File: src/rtl/dm_unit_pkg.sv
// rtl/dm_unit_pkg.sv - shared encodings and store-lane helpers for the data-memory unit
//
// Holds the DMWr/DMRe control codes driven by the control unit, the
// DM_IDLE/DM_ACCESS/DM_WAIT/DM_DONE state encodings, the latched request
// record and the byte-enable / lane-replication helpers.
package dm_unit_pkg;

    typedef enum logic [1:0] {
        DMWR_NOP = 2'd0,
        DMWR_SB  = 2'd1,
        DMWR_SH  = 2'd2,
        DMWR_SW  = 2'd3
    } dmwr_t;

    typedef enum logic [2:0] {
        DMRE_NOP = 3'd0,
        DMRE_LB  = 3'd1,
        DMRE_LBU = 3'd2,
        DMRE_LH  = 3'd3,
        DMRE_LHU = 3'd4,
        DMRE_LW  = 3'd5
    } dmre_t;

    typedef enum logic [1:0] {
        DM_IDLE   = 2'd0,
        DM_ACCESS = 2'd1,
        DM_WAIT   = 2'd2,
        DM_DONE   = 2'd3
    } dm_state_t;

    // Request captured in IDLE and held until the access retires.
    typedef struct packed {
        logic       store;  // 1: store, 0: load
        dmre_t      re;     // load code, DMRE_NOP for stores
        logic [1:0] off;    // byte offset after alignment forcing
        logic       trap;   // misaligned access suppressed (trap build only)
    } dm_req_t;

    // Byte enables for a store; bit i selects little-endian byte lane i.
    function automatic logic [3:0] store_be(dmwr_t wr, logic [1:0] off);
        case (wr)
            DMWR_SB: return 4'b0001 << off;
            DMWR_SH: return off[1] ? 4'b1100 : 4'b0011;
            DMWR_SW: return 4'hF;
            default: return 4'h0;
        endcase
    endfunction

    // Replicate the store datum across lanes so the enables alone pick the target.
    function automatic logic [31:0] store_lanes(dmwr_t wr, logic [31:0] d);
        case (wr)
            DMWR_SB: return {4{d[7:0]}};
            DMWR_SH: return {2{d[15:0]}};
            default: return d;
        endcase
    endfunction

endpackage

File: src/rtl/dm_unit_if.sv
// rtl/dm_unit_if.sv - word-wide synchronous SRAM port of the data-memory unit
//
// master: dm_unit side (drives mem_en/mem_we/mem_be/mem_addr/mem_wdata, reads mem_rdata)
// slave : SRAM side   (reverse directions)
interface dm_unit_if #(
    parameter int AW = 10
);
    logic          mem_en;
    logic          mem_we;
    logic [3:0]    mem_be;
    logic [AW-1:0] mem_addr;
    logic [31:0]   mem_wdata;
    logic [31:0]   mem_rdata;

    modport master (
        output mem_en,
        output mem_we,
        output mem_be,
        output mem_addr,
        output mem_wdata,
        input  mem_rdata
    );

    modport slave (
        input  mem_en,
        input  mem_we,
        input  mem_be,
        input  mem_addr,
        input  mem_wdata,
        output mem_rdata
    );
endinterface

File: src/rtl/dm_lane_ext.sv
// rtl/dm_lane_ext.sv - load lane select with sign/zero extension
//
// Ports:
//   word   in  32  raw SRAM word
//   off    in  2   byte offset within the word (already aligned for halves/words)
//   op     in  3   load code (DMRE_*)
//   result out 32  extracted and extended value
module dm_lane_ext
    import dm_unit_pkg::*;
(
    input  logic [31:0] word,
    input  logic [1:0]  off,
    input  dmre_t       op,
    output logic [31:0] result
);

    logic [7:0]  byte_sel;
    logic [15:0] half_sel;

    always_comb begin
        byte_sel = word[8*off +: 8];
        half_sel = off[1] ? word[31:16] : word[15:0];
        case (op)
            DMRE_LB:  result = {{24{byte_sel[7]}}, byte_sel};
            DMRE_LBU: result = {24'h0, byte_sel};
            DMRE_LH:  result = {{16{half_sel[15]}}, half_sel};
            DMRE_LHU: result = {16'h0, half_sel};
            default:  result = word;
        endcase
    end

endmodule

File: src/rtl/dm_unit.sv
// rtl/dm_unit.sv - data-memory responder for the MIPS MEM stage
//
// Optional feature macro: DM_MISALIGN_TRAP_EN (sticky misalign flag, suppresses
// the SRAM access of misaligned half/word operations; loads then return 0).
//
// Ports:
//   clk        in   1   clock, rising edge
//   rst        in   1   asynchronous active-high reset
//   DMWr       in   2   store code (DMWR_*)
//   DMRe       in   3   load code (DMRE_*)
//   addr       in   32  byte address from the ALU
//   wdata      in   32  store data (rt)
//   rdata      out  32  extended load result, valid with done, held until next load
//   stall      out  1   hold the pipeline while an access is in flight
//   done       out  1   one-cycle completion pulse
//   misalign   out  1   sticky misaligned-access flag (0 without the feature)
//   mem        master   SRAM port (dm_unit_if)
module dm_unit
    import dm_unit_pkg::*;
#(
    parameter int AW     = 10,
    parameter int RD_LAT = 1
) (
    input  logic        clk,
    input  logic        rst,
    input  logic [1:0]  DMWr,
    input  logic [2:0]  DMRe,
    input  logic [31:0] addr,
    input  logic [31:0] wdata,
    output logic [31:0] rdata,
    output logic        stall,
    output logic        done,
    output logic        misalign,
    dm_unit_if.master   mem
);

    dm_state_t   state;
    dm_req_t     req_q;
    logic [2:0]  cnt;
    logic [31:0] rdata_q;
    logic [31:0] ext_data;

    dmwr_t       wr_c;
    dmre_t       re_c;
    logic        is_store;
    logic        req;
    logic        byte_acc;
    logic        half_acc;
    logic        word_acc;
    logic        trap_req;
    logic [1:0]  off_eff;

    // Memory aliases: address bits above the SRAM word range are ignored.
    logic        unused_addr_hi;
    assign unused_addr_hi = ^addr[31:AW+2];

    assign wr_c     = dmwr_t'(DMWr);
    assign re_c     = dmre_t'(DMRe);
    assign is_store = (wr_c != DMWR_NOP);
    assign req      = is_store || (re_c != DMRE_NOP);

    // Access size; a store wins over a simultaneous load code.
    always_comb begin
        byte_acc = is_store ? (wr_c == DMWR_SB) : (re_c == DMRE_LB || re_c == DMRE_LBU);
        half_acc = is_store ? (wr_c == DMWR_SH) : (re_c == DMRE_LH || re_c == DMRE_LHU);
        word_acc = !byte_acc && !half_acc;
        if (word_acc)
            off_eff = 2'b00;
        else if (half_acc)
            off_eff = {addr[1], 1'b0};
        else
            off_eff = addr[1:0];
    end

`ifdef DM_MISALIGN_TRAP_EN
    logic mis_req;
    assign mis_req  = (half_acc && addr[0]) || (word_acc && (addr[1:0] != 2'b00));
    assign trap_req = mis_req;

    always_ff @(posedge clk or posedge rst) begin
        if (rst)
            misalign <= 1'b0;
        else if (state == DM_IDLE && req && mis_req)
            misalign <= 1'b1;
    end
`else
    assign trap_req = 1'b0;
    assign misalign = 1'b0;
`endif

    assign stall = (state == DM_IDLE && req) || state == DM_ACCESS || state == DM_WAIT;

    dm_lane_ext u_lane_ext (
        .word   (mem.mem_rdata),
        .off    (req_q.off),
        .op     (req_q.re),
        .result (ext_data)
    );

    // In DONE the SRAM word is on mem_rdata, so the result is presented
    // directly alongside done and registered for the following cycles.
    assign rdata = (state == DM_DONE && !req_q.store) ? (req_q.trap ? 32'h0 : ext_data)
                                                      : rdata_q;

    always_ff @(posedge clk or posedge rst) begin
        if (rst) begin
            state         <= DM_IDLE;
            req_q         <= '0;
            cnt           <= 3'd0;
            rdata_q       <= 32'h0;
            done          <= 1'b0;
            mem.mem_en    <= 1'b0;
            mem.mem_we    <= 1'b0;
            mem.mem_be    <= 4'h0;
            mem.mem_addr  <= '0;
            mem.mem_wdata <= 32'h0;
        end else begin
            done       <= 1'b0;
            mem.mem_en <= 1'b0;
            mem.mem_we <= 1'b0;
            case (state)
                DM_IDLE: begin
                    if (req) begin
                        req_q.store  <= is_store;
                        req_q.re     <= is_store ? DMRE_NOP : re_c;
                        req_q.off    <= off_eff;
                        req_q.trap   <= trap_req;
                        mem.mem_addr <= addr[AW+1:2];
                        mem.mem_en   <= !trap_req;
                        mem.mem_we   <= is_store && !trap_req;
                        if (is_store) begin
                            mem.mem_be    <= store_be(wr_c, off_eff);
                            mem.mem_wdata <= store_lanes(wr_c, wdata);
                        end else begin
                            mem.mem_be    <= 4'hF;
                        end
                        state <= DM_ACCESS;
                    end
                end
                DM_ACCESS: begin
                    if (req_q.store || RD_LAT == 1) begin
                        done  <= 1'b1;
                        state <= DM_DONE;
                    end else begin
                        cnt   <= 3'(RD_LAT - 1);
                        state <= DM_WAIT;
                    end
                end
                DM_WAIT: begin
                    cnt <= cnt - 3'd1;
                    if (cnt == 3'd1) begin
                        done  <= 1'b1;
                        state <= DM_DONE;
                    end
                end
                DM_DONE: begin
                    if (!req_q.store)
                        rdata_q <= req_q.trap ? 32'h0 : ext_data;
                    state <= DM_IDLE;
                end
                default: state <= DM_IDLE;
            endcase
        end
    end

endmodule

File: src/flat_wrapper.sv
// flat-port wrapper written by rule: the top's interface ports become plain ports
module dm_unit_flat import dm_unit_pkg::*;
#(
    parameter int AW     = 10,
    parameter int RD_LAT = 1
)
  (clk, rst, DMWr, DMRe, addr, wdata, rdata, stall, done, misalign, mem_mem_en, mem_mem_we, mem_mem_be, mem_mem_addr, mem_mem_wdata, mem_mem_rdata);
  dm_unit_if #(.AW(AW)) mem_i ();
  input  logic clk;
  input  logic rst;
  input  logic [1:0] DMWr;
  input  logic [2:0] DMRe;
  input  logic [31:0] addr;
  input  logic [31:0] wdata;
  output logic [31:0] rdata;
  output logic stall;
  output logic done;
  output logic misalign;
  output wire logic [$bits(mem_i.mem_en)-1:0] mem_mem_en;
  output wire logic [$bits(mem_i.mem_we)-1:0] mem_mem_we;
  output wire logic [$bits(mem_i.mem_be)-1:0] mem_mem_be;
  output wire logic [$bits(mem_i.mem_addr)-1:0] mem_mem_addr;
  output wire logic [$bits(mem_i.mem_wdata)-1:0] mem_mem_wdata;
  input wire logic [$bits(mem_i.mem_rdata)-1:0] mem_mem_rdata;
  assign mem_mem_en = mem_i.mem_en;
  assign mem_mem_we = mem_i.mem_we;
  assign mem_mem_be = mem_i.mem_be;
  assign mem_mem_addr = mem_i.mem_addr;
  assign mem_mem_wdata = mem_i.mem_wdata;
  assign mem_i.mem_rdata = mem_mem_rdata;
  dm_unit #(.AW(AW), .RD_LAT(RD_LAT)) u_core (.clk(clk), .rst(rst), .DMWr(DMWr), .DMRe(DMRe), .addr(addr), .wdata(wdata), .rdata(rdata), .stall(stall), .done(done), .misalign(misalign), .mem(mem_i));
endmodule
File: config.mk
export PLATFORM = sky130hd
export DESIGN_NAME = dm_unit_flat
export DESIGN_NICKNAME = d
export VERILOG_FILES = /design/src/rtl/dm_unit_pkg.sv /design/src/rtl/dm_unit_if.sv /design/src/rtl/dm_lane_ext.sv /design/src/rtl/dm_unit.sv /design/src/flat_wrapper.sv
export SDC_FILE = /design/constraint.sdc
export NUM_CORES = 1
export LEC_CHECK = 0
export BUFFER_PORTS_ARGS = -buffer_cell sky130_fd_sc_hd__buf_2
export CAP_MARGIN = 20
export CORE_MARGIN = 2
export CORE_UTILIZATION = 25
export DETAILED_ROUTE_END_ITERATION = 12
export GPL_ROUTABILITY_DRIVEN = 0
export PLACE_DENSITY = 0.51
export REMOVE_ABC_BUFFERS = 1
export SLEW_MARGIN = 5
export SYNTH_ARGS = -nofsm -noshare
export SYNTH_HDL_FRONTEND = slang
export SYNTH_SLANG_ARGS = --single-unit
export TNS_END_PERCENT = 1
File: constraint.sdc
create_clock -name clk -period 8.3 [get_ports clk]
set_clock_uncertainty 0.15 [all_clocks]
set_input_delay 0.83 -clock clk [delete_from_list [all_inputs] [get_ports clk]]
set_output_delay 0.83 -clock clk [all_outputs]
set_load 0.02 [all_outputs]
==> flow_summary_export.csv <==
group,metric,value,unit
cells_and_area,area_growth,26.9,%
cells_and_area,fillers,1989,
hold_path,min_path_type,"flip-flop to flip-flop",
critical_path,r2r_cells,6,
run,maxCapViolCount,0,
die,rows,50,
yosys,synthesis.area,0.00475,mm2
drt,wl_per_cell,16.3,um
placement,hpwl,10400,um
yosys,dominantRegCellSynth,"dfrtp_1",
clocking,cts_setup_buffers,0,
drt,drtIter0Drc,290,
yosys,synthTopCellsByArea,"dfrtp_1, nand2_1, o21ai_0, a221o_1, ha_1",
global_route,overflow,0,
power,ir_worst_vdd,0.000161,V
yosys,ys_seq_area_share,48.5,%
critical_path,slowest_delay,0.60,ns
cells_and_area,final_common_cell,"buf_2",
clocking,cts_buffers,9,
die,core_area,0.0186,mm2
critical_path,cp.arrival,3.26,ns
yosys,synth-edff-count,0,
yosys,synth_top_area_cell,"dfrtp_1",
cells_and_area,final_cell_mix,"buf_2, dfrtp_1, nand2_1, o21ai_0, nor2_1",
drt,wl,14500,um
drt,postRouteAntennaNets,0,
global_route,grt_max_degree,60,
die,ios,186,
yosys,avgSynthCellArea,9.38,um2
clocking,root_buffer,"clkbuf_16",
clocking,clock_sinks,92,
cells_and_area,antenna-diode-count,0,
hold_path,holdPathStages,2,
status,status,"finished, final reports clean",
sta,fin_crit_sh,51.1,%
clocking,clock_path_buffers,2,
critical_path,crit_required,7.32,ns
sta,relSlewSlack,32.9,%
critical_path,cp_max_fo,18,
die,fp.dieH,142,um
yosys,synthCells,506,
yosys,synth-seq-cells,92,
clocking,h-tree-depth,3,
die,dieArea,0.0201,mm2
global_route,grt_usage,14.4,%
critical_path,crit_chain,"buf_2 > inv_1 > ha_1 > nor4b_1 > nand2b_1 > inv_2 > or3_1 > buf_2",
die,die_w,142,um
power,powerDensity,414,mW/mm2
critical_path,startpoint,"DMWr[1]",
yosys,synthDistinctLibCells,54,
die,start_util,25.5,%
sta,setup_viol,0,
clocking,cts_tree,"built",
clocking,clk_pin_slew_worst_paths,0.07,ns
critical_path,reg2reg_slack,5.62,ns
drt,first_pass_iters,4,
drt,drc,0,
cells_and_area,finalNonFillerCells,886,
sta,tightest_slew,1.01,ns
clocking,cts_resized,0,
power,total_power,2490,uW
critical_path,crit_path_start_kind,"input pin",
critical_path,crit_type,"input pin to output port",
sta,rsz0062_at_grt,"false",
sta,slew_viol_final,0,
critical_path,end_kind,"output port",
sta,period_needed,4.24,ns
placement,placedCellCount,868,
critical_path,worstReg2RegEnd,"u_core.mem.mem_be[3]",
global_route,grt_pass1_wl,23100,um
sta,max_clock_freq,236,MHz
placement,port_buffers,164,
critical_path,path_common_cell,"buf_2",
cells_and_area,fin_nets,762,
critical_path,endpoint,"stall",
yosys,yosys_warnings,0,
sta,tns,0,ns
power,leakagePower,0.00286,uW
yosys,async_flop_share,100,%
sta,hold_viol_final,0,
yosys,yosysTopAreaCellShare,48.5,%
clocking,holdBufCountCts,0,
global_route,antenna_found_initial,0,
critical_path,r2r-start,"u_core.state[0]",
drt,routed-via-count,4422,
clocking,clk_latency,0.35,ns
global_route,grt_pass1_vias,4351,
critical_path,cp_slowest_cell,"nand2b_1",
drt,routed_via_density,4.99,
cells_and_area,drive_gt1_share,31.1,%
[Yosys cell counts, types with 4 or more instances]
cell type	n
a21oi_1	14
a221o_1	17
a221oi_1	8
a22o_1	7
a22oi_1	17
a31oi_1	14
buf_2	5
clkbuf_1	28
dfrtp_1	92
ha_1	11
inv_1	19
mux2_2	9
nand2_1	80
nand2b_1	12
nand3_1	5
nor2_1	35
nor2b_1	12
o211ai_1	7
o21ai_0	50
o221ai_1	6
o22ai_1	8
xnor2_1	4
[state kept, by name, indices dropped and copies added (netlist names)]
name / flops
u_core.mem.mem_we: 1
u_core.mem.mem_wdata: 32
u_core.state: 2
u_core.cnt: 3
u_core.mem.mem_en: 1
u_core.mem.mem_addr: 10
u_core.done: 1
u_core.req_q: 6
u_core.rdata_q: 32
u_core.mem.mem_be: 4
[how the worst min path moves through the flow]
stage,startpoint,end,slack (ns)
final,u_core.mem.mem_wdata[11],u_core.mem.mem_wdata[11],0.32
after global routing,u_core.mem.mem_wdata[25],u_core.mem.mem_wdata[25],0.35
after CTS,u_core.mem.mem_wdata[15],u_core.mem.mem_wdata[15],0.33
after detailed placement,u_core.mem.mem_addr[1],u_core.mem.mem_addr[1],0.31
after global placement,u_core.cnt[2],u_core.cnt[2],0.30
after floorplan,u_core.cnt[2],u_core.cnt[2],0.29
[area by class of cell]
class,count,area (um2),share of cell area (%)
multi-input combinational,355,2200,36.5
clock buffer,10,239,3.97
timing repair buffer,170,875,14.5
inverter,20,77.6,1.29
clock inverter,5,35.0,0.582
sequential,92,2300,38.2
tap,234,293,4.86
[critical path, delay by kind of cell]
kind,cells,cell delay [ns]
adder cells (fa/ha/maj),1,0.36
buffers and inverters,4,0.70
AND/OR/NAND/NOR,3,1.37
[power by group]
| part | internal [uW] | switching, uW |
|---|---|---|
| registers | 664 | 118 |
| logic | 465 | 853 |
| clock network | 211 | 181 |
| total | 1340 | 1150 |
[layer usage]
metal / global-route usage (%) / wire (um) / up-vias
li1: - / - / 2101
met1: 18.9 / 6310 / 2119
met2: 22.1 / 6450 / 183
met3: 5.47 / 1440 / 19
met4: 4.63 / 262 / 0
met5: 0 / 0 / -
[stage by stage]
step	util (%)	hold slack, ns	area, um2	worst slack, ns
finish	32.3	0.322	6020	4.06
global placement	30.7	0.301	5720	4.09
floorplan	-	0.286	4570	4.72
global route	32.3	0.350	6020	3.79
detailed placement	30.7	0.313	5720	4.07
CTS	32.1	0.332	5990	4.06
[logic make-up after synthesis]
kind of cell,count (synthesis),synth area share (%)
other,1,0.0790
muxes,11,2.82
DFF,92,48.5
and+or+nand+nor,162,15.6
AOI/OAI and AO/OA,165,24.0
xor gates and xnor gates,5,0.923
buffers and inverters,59,5.19
adders and majority gates,11,2.90
(Power assumes the default switching activity.)
